$ cat src/rtl/button_arbiter4.sv
// Four-button round-robin arbiter: grants one pressed button, holds it for a
// fixed time, waits for its release, then enforces a cooldown before re-arming.
//
// state   | meaning
// --------+-------------------------------------------------------------
// IDLE    | no owner; any press is granted round-robin at the next edge
// HOLD    | owner granted; OUTBTN forced high for 2^TIMERW cycles
// WAITREL | hold time over; waiting for the owner to release its button
// COOL    | owner released; all presses ignored for 2^TIMERW cycles
module button_arbiter4 #(
    parameter int TIMERW = 4
) (
    input  logic       IPTCLK,
    input  logic       IPTNRST,
    input  logic [3:0] IPTBTN,
    output logic [3:0] OUTBTN,
    output logic [3:0] OUTPLS,
    output logic [1:0] OUTID,
    output logic       OUTBUSY
);

    localparam logic [TIMERW-1:0] TMR_MAX = '1;

    typedef enum logic [1:0] {
        IDLE    = 2'd0,
        HOLD    = 2'd1,
        WAITREL = 2'd2,
        COOL    = 2'd3
    } state_t;

    state_t            state, state_nxt;
    logic [TIMERW-1:0] tmr, tmr_nxt;
    logic [3:0]        btn_q, btn_nxt;
    logic [3:0]        pls_q, pls_nxt;
    logic [1:0]        id_q, id_nxt;
    logic [1:0]        last_q, last_nxt;
    logic [1:0]        winner;
    logic [1:0]        idx;
    logic              found;

    // Search starts just after the previous owner so every button gets a turn.
    always_comb begin
        winner = last_q;
        found  = 1'b0;
        idx    = last_q;
        for (int k = 1; k <= 4; k++) begin
            idx = last_q + 2'(k);
            if (!found && IPTBTN[idx]) begin
                winner = idx;
                found  = 1'b1;
            end
        end
    end

    always_ff @(posedge IPTCLK or negedge IPTNRST) begin
        if (!IPTNRST) begin
            state  <= IDLE;
            tmr    <= '0;
            btn_q  <= '0;
            pls_q  <= '0;
            id_q   <= 2'd0;
            last_q <= 2'd3;
        end else begin
            state  <= state_nxt;
            tmr    <= tmr_nxt;
            btn_q  <= btn_nxt;
            pls_q  <= pls_nxt;
            id_q   <= id_nxt;
            last_q <= last_nxt;
        end
    end

    always_comb begin
        state_nxt = state;
        tmr_nxt   = tmr;
        btn_nxt   = btn_q;
        pls_nxt   = '0;
        id_nxt    = id_q;
        last_nxt  = last_q;
        case (state)
            IDLE: begin
                tmr_nxt = '0;
                if (found) begin
                    state_nxt = HOLD;
                    id_nxt    = winner;
                    last_nxt  = winner;
                    btn_nxt   = 4'b0001 << winner;
                    pls_nxt   = 4'b0001 << winner;
                end
            end
            HOLD: begin
                // Reaching MAX ends the hold instead of wrapping the timer.
                if (tmr == TMR_MAX) state_nxt = WAITREL;
                else                tmr_nxt   = tmr + 1'b1;
            end
            WAITREL: begin
                if (!IPTBTN[id_q]) begin
                    btn_nxt   = '0;
                    tmr_nxt   = '0;
                    state_nxt = COOL;
                end
            end
            COOL: begin
                if (tmr == TMR_MAX) begin
                    tmr_nxt   = '0;
                    state_nxt = IDLE;
                end else begin
                    tmr_nxt = tmr + 1'b1;
                end
            end
            default: begin
                state_nxt = IDLE;
                tmr_nxt   = '0;
                btn_nxt   = '0;
            end
        endcase
    end

    assign OUTBTN  = btn_q;
    assign OUTPLS  = pls_q;
    assign OUTID   = id_q;
    assign OUTBUSY = (state != IDLE);

endmodule

$ cat config.mk
export PLATFORM = sky130hd
export DESIGN_NAME = button_arbiter4
export DESIGN_NICKNAME = d
export VERILOG_FILES = /design/src/rtl/button_arbiter4.sv
export SDC_FILE = /design/constraint.sdc
export NUM_CORES = 1
export LEC_CHECK = 0
export BUFFER_PORTS_ARGS = -buffer_cell sky130_fd_sc_hd__buf_2
export CAP_MARGIN = 5
export CORE_MARGIN = 2
export CORE_UTILIZATION = 40
export DETAILED_ROUTE_END_ITERATION = 12
export SETUP_SLACK_MARGIN = 0.5
export SYNTH_ARGS = -nofsm -noshare
export SYNTH_HDL_FRONTEND = slang
export SYNTH_SLANG_ARGS = --single-unit
$ cat constraint.sdc
create_clock -name IPTCLK -period 1.95 [get_ports IPTCLK]
set_clock_uncertainty 0.05 [all_clocks]
set_input_delay 0.39 -clock IPTCLK [delete_from_list [all_inputs] [get_ports IPTCLK]]
set_output_delay 0.39 -clock IPTCLK [all_outputs]
set_load 0.05 [all_outputs]
# Yosys cells after proc, flatten, opt, wreduce, memory -nomap -nowiden
# Index checks and enable logic that the tools add are counted.
[op_classes]
shift = 1
n_addsub = 4
n_reduce_logical = 13
muxes = 31
n_eq_ne = 9
order_cmp = 5
[ops]
columns = ["cell", "count"]
rows = [
  ["2-to-1 mux 4 bit", 6],
  ["2-to-1 mux 2 bit", 8],
  ["case mux 4 bit (4 select lines)", 1],
  ["less-than comparator 2 x 3 -> 1 bit, second input constant", 5],
  ["binary-select mux 1 bit (select 2 bit)", 5],
  ["inequality test 2 bit, second input constant", 5],
  ["2-to-1 mux 1 bit", 9],
  ["case mux 2 bit (4 select lines)", 1],
  ["case mux 4 bit (2 select lines)", 1],
  ["adder 2 bit, second input constant", 2],
  ["adder 4 x 1 -> 4 bit, second input constant", 1],
  ["equality test 2 bit, second input constant", 2],
  ["equality test 4 bit, second input constant", 1],
  ["AND reduction 2 bit", 2],
  ["AND reduction 4 bit", 1],
  ["nonzero test 2 bit", 2],
  ["<< shifter 1 x 2 -> 4 bit, first input constant", 1],
  ["logical AND 1 bit", 3],
  ["zero test 1 bit", 3],
  ["AND reduction 3 bit", 1],
  ["adder 2 x 1 -> 2 bit, second input constant", 1],
  ["equality test 2 x 1 -> 1 bit, second input constant", 1],
  ["zero test 2 bit", 1],
]
[word_totals]
in_bits = 6
wordCells = 69
ff_bits = 18
out_inout_bits = 11

# Logic depth before layout (Yosys ltp)
[logic_depth]
depth_word = 16
mapped_depth = 6
depth_no_buf = 6

# Least setup slack after synthesis
# Ideal clock, no wire load.
[synth_timing]
path_type = "register to register"
from = "register id_q[0] (netlist: OUTID[0])"
to = "register state[1]"
slack_ns = -0.225
t_required_ns = 1.775
path_stages_with_launch = 5
setup_ns = 0.125
arrival_ns = 2.000
cell_sequence = "dfrtp_1 > mux4_2 > and2_4 > a311oi_4 > mux2_4"
[synth_between]
elab_chain_cells = 4
[synth_rtl]
columns = ["element", "line", "source"]
rows = [
  ["from (decl)", "35", "logic [1:0] id_q, id_nxt;"],
  ["from (signal assigned)", "68", "id_q <= id_nxt;"],
  ["binary-select mux 1 bit (select 2 bit)", "97", "if (!IPTBTN[id_q]) begin"],
  ["2-to-1 mux 1 bit (not written as such)", "97", ""],
  ["inequality test 2 bit (no line)", "n/a", ""],
  ["AND reduction 4 bit (no line)", "n/a", ""],
  ["to (signal assigned)", "64", "state <= state_nxt;"],
  ["to (decl)", "31", "state_t state, state_nxt;"],
]
# No other way between the ends. The select of a mux whose other input is x is not followed.
# A chain may end at the register's enable or synchronous reset.

# Worst setup path in the final report
# Same ends and word-level chain as after synthesis.

==> impl_metrics.yaml <==
setup_path:
  r2r-start: "OUTID[0]"
  crit_path_top_delay_cell: "mux4_2"
  critPathBufInv: 0
  crit_required_ns: 2.09
  path_cells: "mux4_2 > and2_4 > a311oi_4 > mux2_4"
  start_kind: "flop"
  cp.depth: 4
  worstSetupPathType: "reg -> reg"
  worst-path-max-fanout: 2
  r2r.worst_path.cells: 4
  slowest_delay_ns: 0.51
  crit_end: "state[1]"
  cp_data_arrival_time_ns: 1.91
  critPathLaunch: "OUTID[0]"
  critical-path-top-delay-family: "multiplexers"
  rrSetupSlack_ns: 0.17
  cp-end-kind: "flop"
  r2r_end: "state[1]"
placement:
  gp_congestion: 0.7737
  portBuffers: 16
  place_area_um2: 1136
  dp_hpwl_um: 1539
  dp_cells: 140
  dp_slack_ns: 0.05642
detailed_routing:
  dr.pass1.iters: 4
  post_drt_wl_per_cell_um: 14.28
  avgViaCountPerCell: 5.356
  vias: 857
  wl_um: 2284
  drt_iter0_markers: 16
  drc: 0
  drtAntennaViolNets: 0
run_status:
  status: "finished, final reports clean"
synthesis:
  netlist_area_um2: 947.2
  synthArstFlopShare_pct: 100.0
  synthTopCellsByCount: "dfrtp_1, nand2_1, nor2_1, a21oi_1, o21ai_0"
  ys_ff_latch: 18
  synth_cell_types: 30
  avgSynthCellArea_um2: 10.64
  synth_edf_count: 0
  synth_top_cell_area_share_pct: 42.27
  syn_inst: 89
  synth.most_common_cell: "dfrtp_1"
  synthFlopType: "dfrtp_1"
  yosys_warnings: 0
  synthTopCellsByArea: "dfrtp_1, ha_1, dfstp_2"
  syn_nets: 100
  synth_top_area_cell: "dfrtp_1"
  ys_seq_area_share_pct: 47.82
timing:
  maxSlewHeadroom_pct: 68.63
  rsz0062_at_grt: "yes"
  fin_tns_setup_ns: 0
  setup_viol: 0
  worst_pin_slew_ns: 0.4675
  fin_crit_sh_pct: 91.05
  hold_violations: 0
  max_freq_mhz: 563.2
  slew_viol_final: 0
  timing.final.ws_setup_ns: 0.1745
  period_needed_ns: 1.775
  hold_ws_ns: 0.4495
floorplan:
  core-area_um2: 2233
  rows: 17
  start_util_pct: 42.41
  dieHeight_um: 52.66
  dieArea_um2: 2773
  pin_count: 17
  dieWidth_um: 52.66
pwr:
  pwr_density_cell_nw_per_um2: 1871
  irDropWorstVdd_mv: 1.150
  power_frac_clock_pct: 8.5
  leakage_uw: 0.0006650
  internal_power_uw: 1498
  p_seq_share_pct: 24.4
  p_comb_share_pct: 67.1
  p_sw_uw: 1204
  swShare_pct: 44.56
clocking:
  numCtsBuffers: 3
  clkLatencyLatePin_ns: 0.29
  cts_root_buf: "clkbuf_4"
  tritoncts: "yes"
  cts_sinks: 18
  clk_path_buf_depth: 2
  htreeDepth: 1
  path_clk_slew_ns: 0.11
hold_path:
  min-delay-start: "OUTBTN[3]"
  hold_class: "reg -> reg"
global_route:
  grt-ovfl-total: 0
  grt_max_degree: 19
  first_global_vias: 853
  antenna_found_initial: 0
  grt_pass1_wl_um: 3953
  track_usage_pct: 19.88
cells_and_area:
  area_growth_pct: 52.44
  layout-drive-gt1-share_pct: 57.58
  instances_no_fill: 160
  fillers: 180
  final_area_um2: 1444
  layout.nets: 144
  diodes: 0
job:
  cap_violations: 0
routing by layer:
metal  wire length (um)  track usage [%]  vias to the layer above
met1                990            23.47                      427
met5                  0                0                        -
met3                 66            3.429                        2
met4                 16            6.410                        0
li1                   -                -                      412
met2               1211            36.04                       16
how the worst min path moves through the flow:
stage	endpoint	slack, ns	depth (start not counted)
6_report	OUTBTN[3]	0.45	1
4_1_cts	OUTBTN[3]	0.45	1
3_5_place_dp	tmr[1]	0.30	1
2_1_floorplan	OUTBTN[0]	0.04	0
3_3_place_gp	tmr[1]	0.29	1
5_1_grt	OUTBTN[0]	0.48	1
placed cells by master, fill, tap and decap left out, types with 2 or more instances in the layout:
cell type	count
dfrtp_1	14
inv_2	2
o21ai_0	2
a32o_1	4
ha_4	2
inv_1	2
nand3_1	4
nor3_2	2
mux2_4	2
a21oi_1	5
o21ai_1	4
buf_2	13
nand2_1	6
nor2_1	6
nor3_4	2
nor2_2	2
dfstp_2	2
ha_2	2
dfrtp_2	2
buf_6	7
buf_4	17
clkbuf_4	4
flip-flops by register name, indices dropped and copies added, names as in the netlist:
register,count
state,2
last_q,2
tmr,4
OUTPLS,4
OUTID,2
OUTBTN,4
power by group through the flow:
stage | sequential (uW) | clock, uW | combinational [uW]
global route | 679 | 258 | 1950
detailed placement | 660 | 0 | 1260
finish | 659 | 230 | 1810
floorplan | 890 | 0 | 708
global placement | 653 | 0 | 1240
CTS | 652 | 238 | 1610
cells by family after synthesis:
| group | after synthesis | synth area share (%) |
|---|---|---|
| simple gates | 29 | 14.27 |
| compound gates | 26 | 21.40 |
| flops | 18 | 47.82 |
| buf+inv | 6 | 2.510 |
| mux | 5 | 7.397 |
| fa+ha+maj | 5 | 6.605 |
what timing repair did:
item,CTS,global route
pin swaps,7,4
endpoints found under the setup margin,18,21
setup buffers,12,3
hold endpoints to repair,16,0
resized for setup,25,20
hold buffers,1,0
gates cloned,0,0
metrics by stage:
step,power (uW),utilization (%)
2_1_floorplan,1598,-
4_1_cts,2500,61.12
3_5_place_dp,1916,50.87
3_3_place_gp,1893,50.87
5_1_grt,2886,64.65
6_report,2702,64.65
layout make-up:
| cell class | instances | area [um^2] | area share, % |
|---|---|---|---|
| Timing Repair Buffer | 40 | 304.0 | 21.06 |
| Inverter | 5 | 22.52 | 1.560 |
| Sequential cell | 18 | 455.4 | 31.54 |
| Multi-Input combinational cell | 65 | 590.6 | 40.90 |
| Clock buffer | 4 | 36.28 | 2.513 |
| Tap cell | 28 | 35.03 | 2.426 |
No activity file was read; power rests on OpenSTA's default activity.
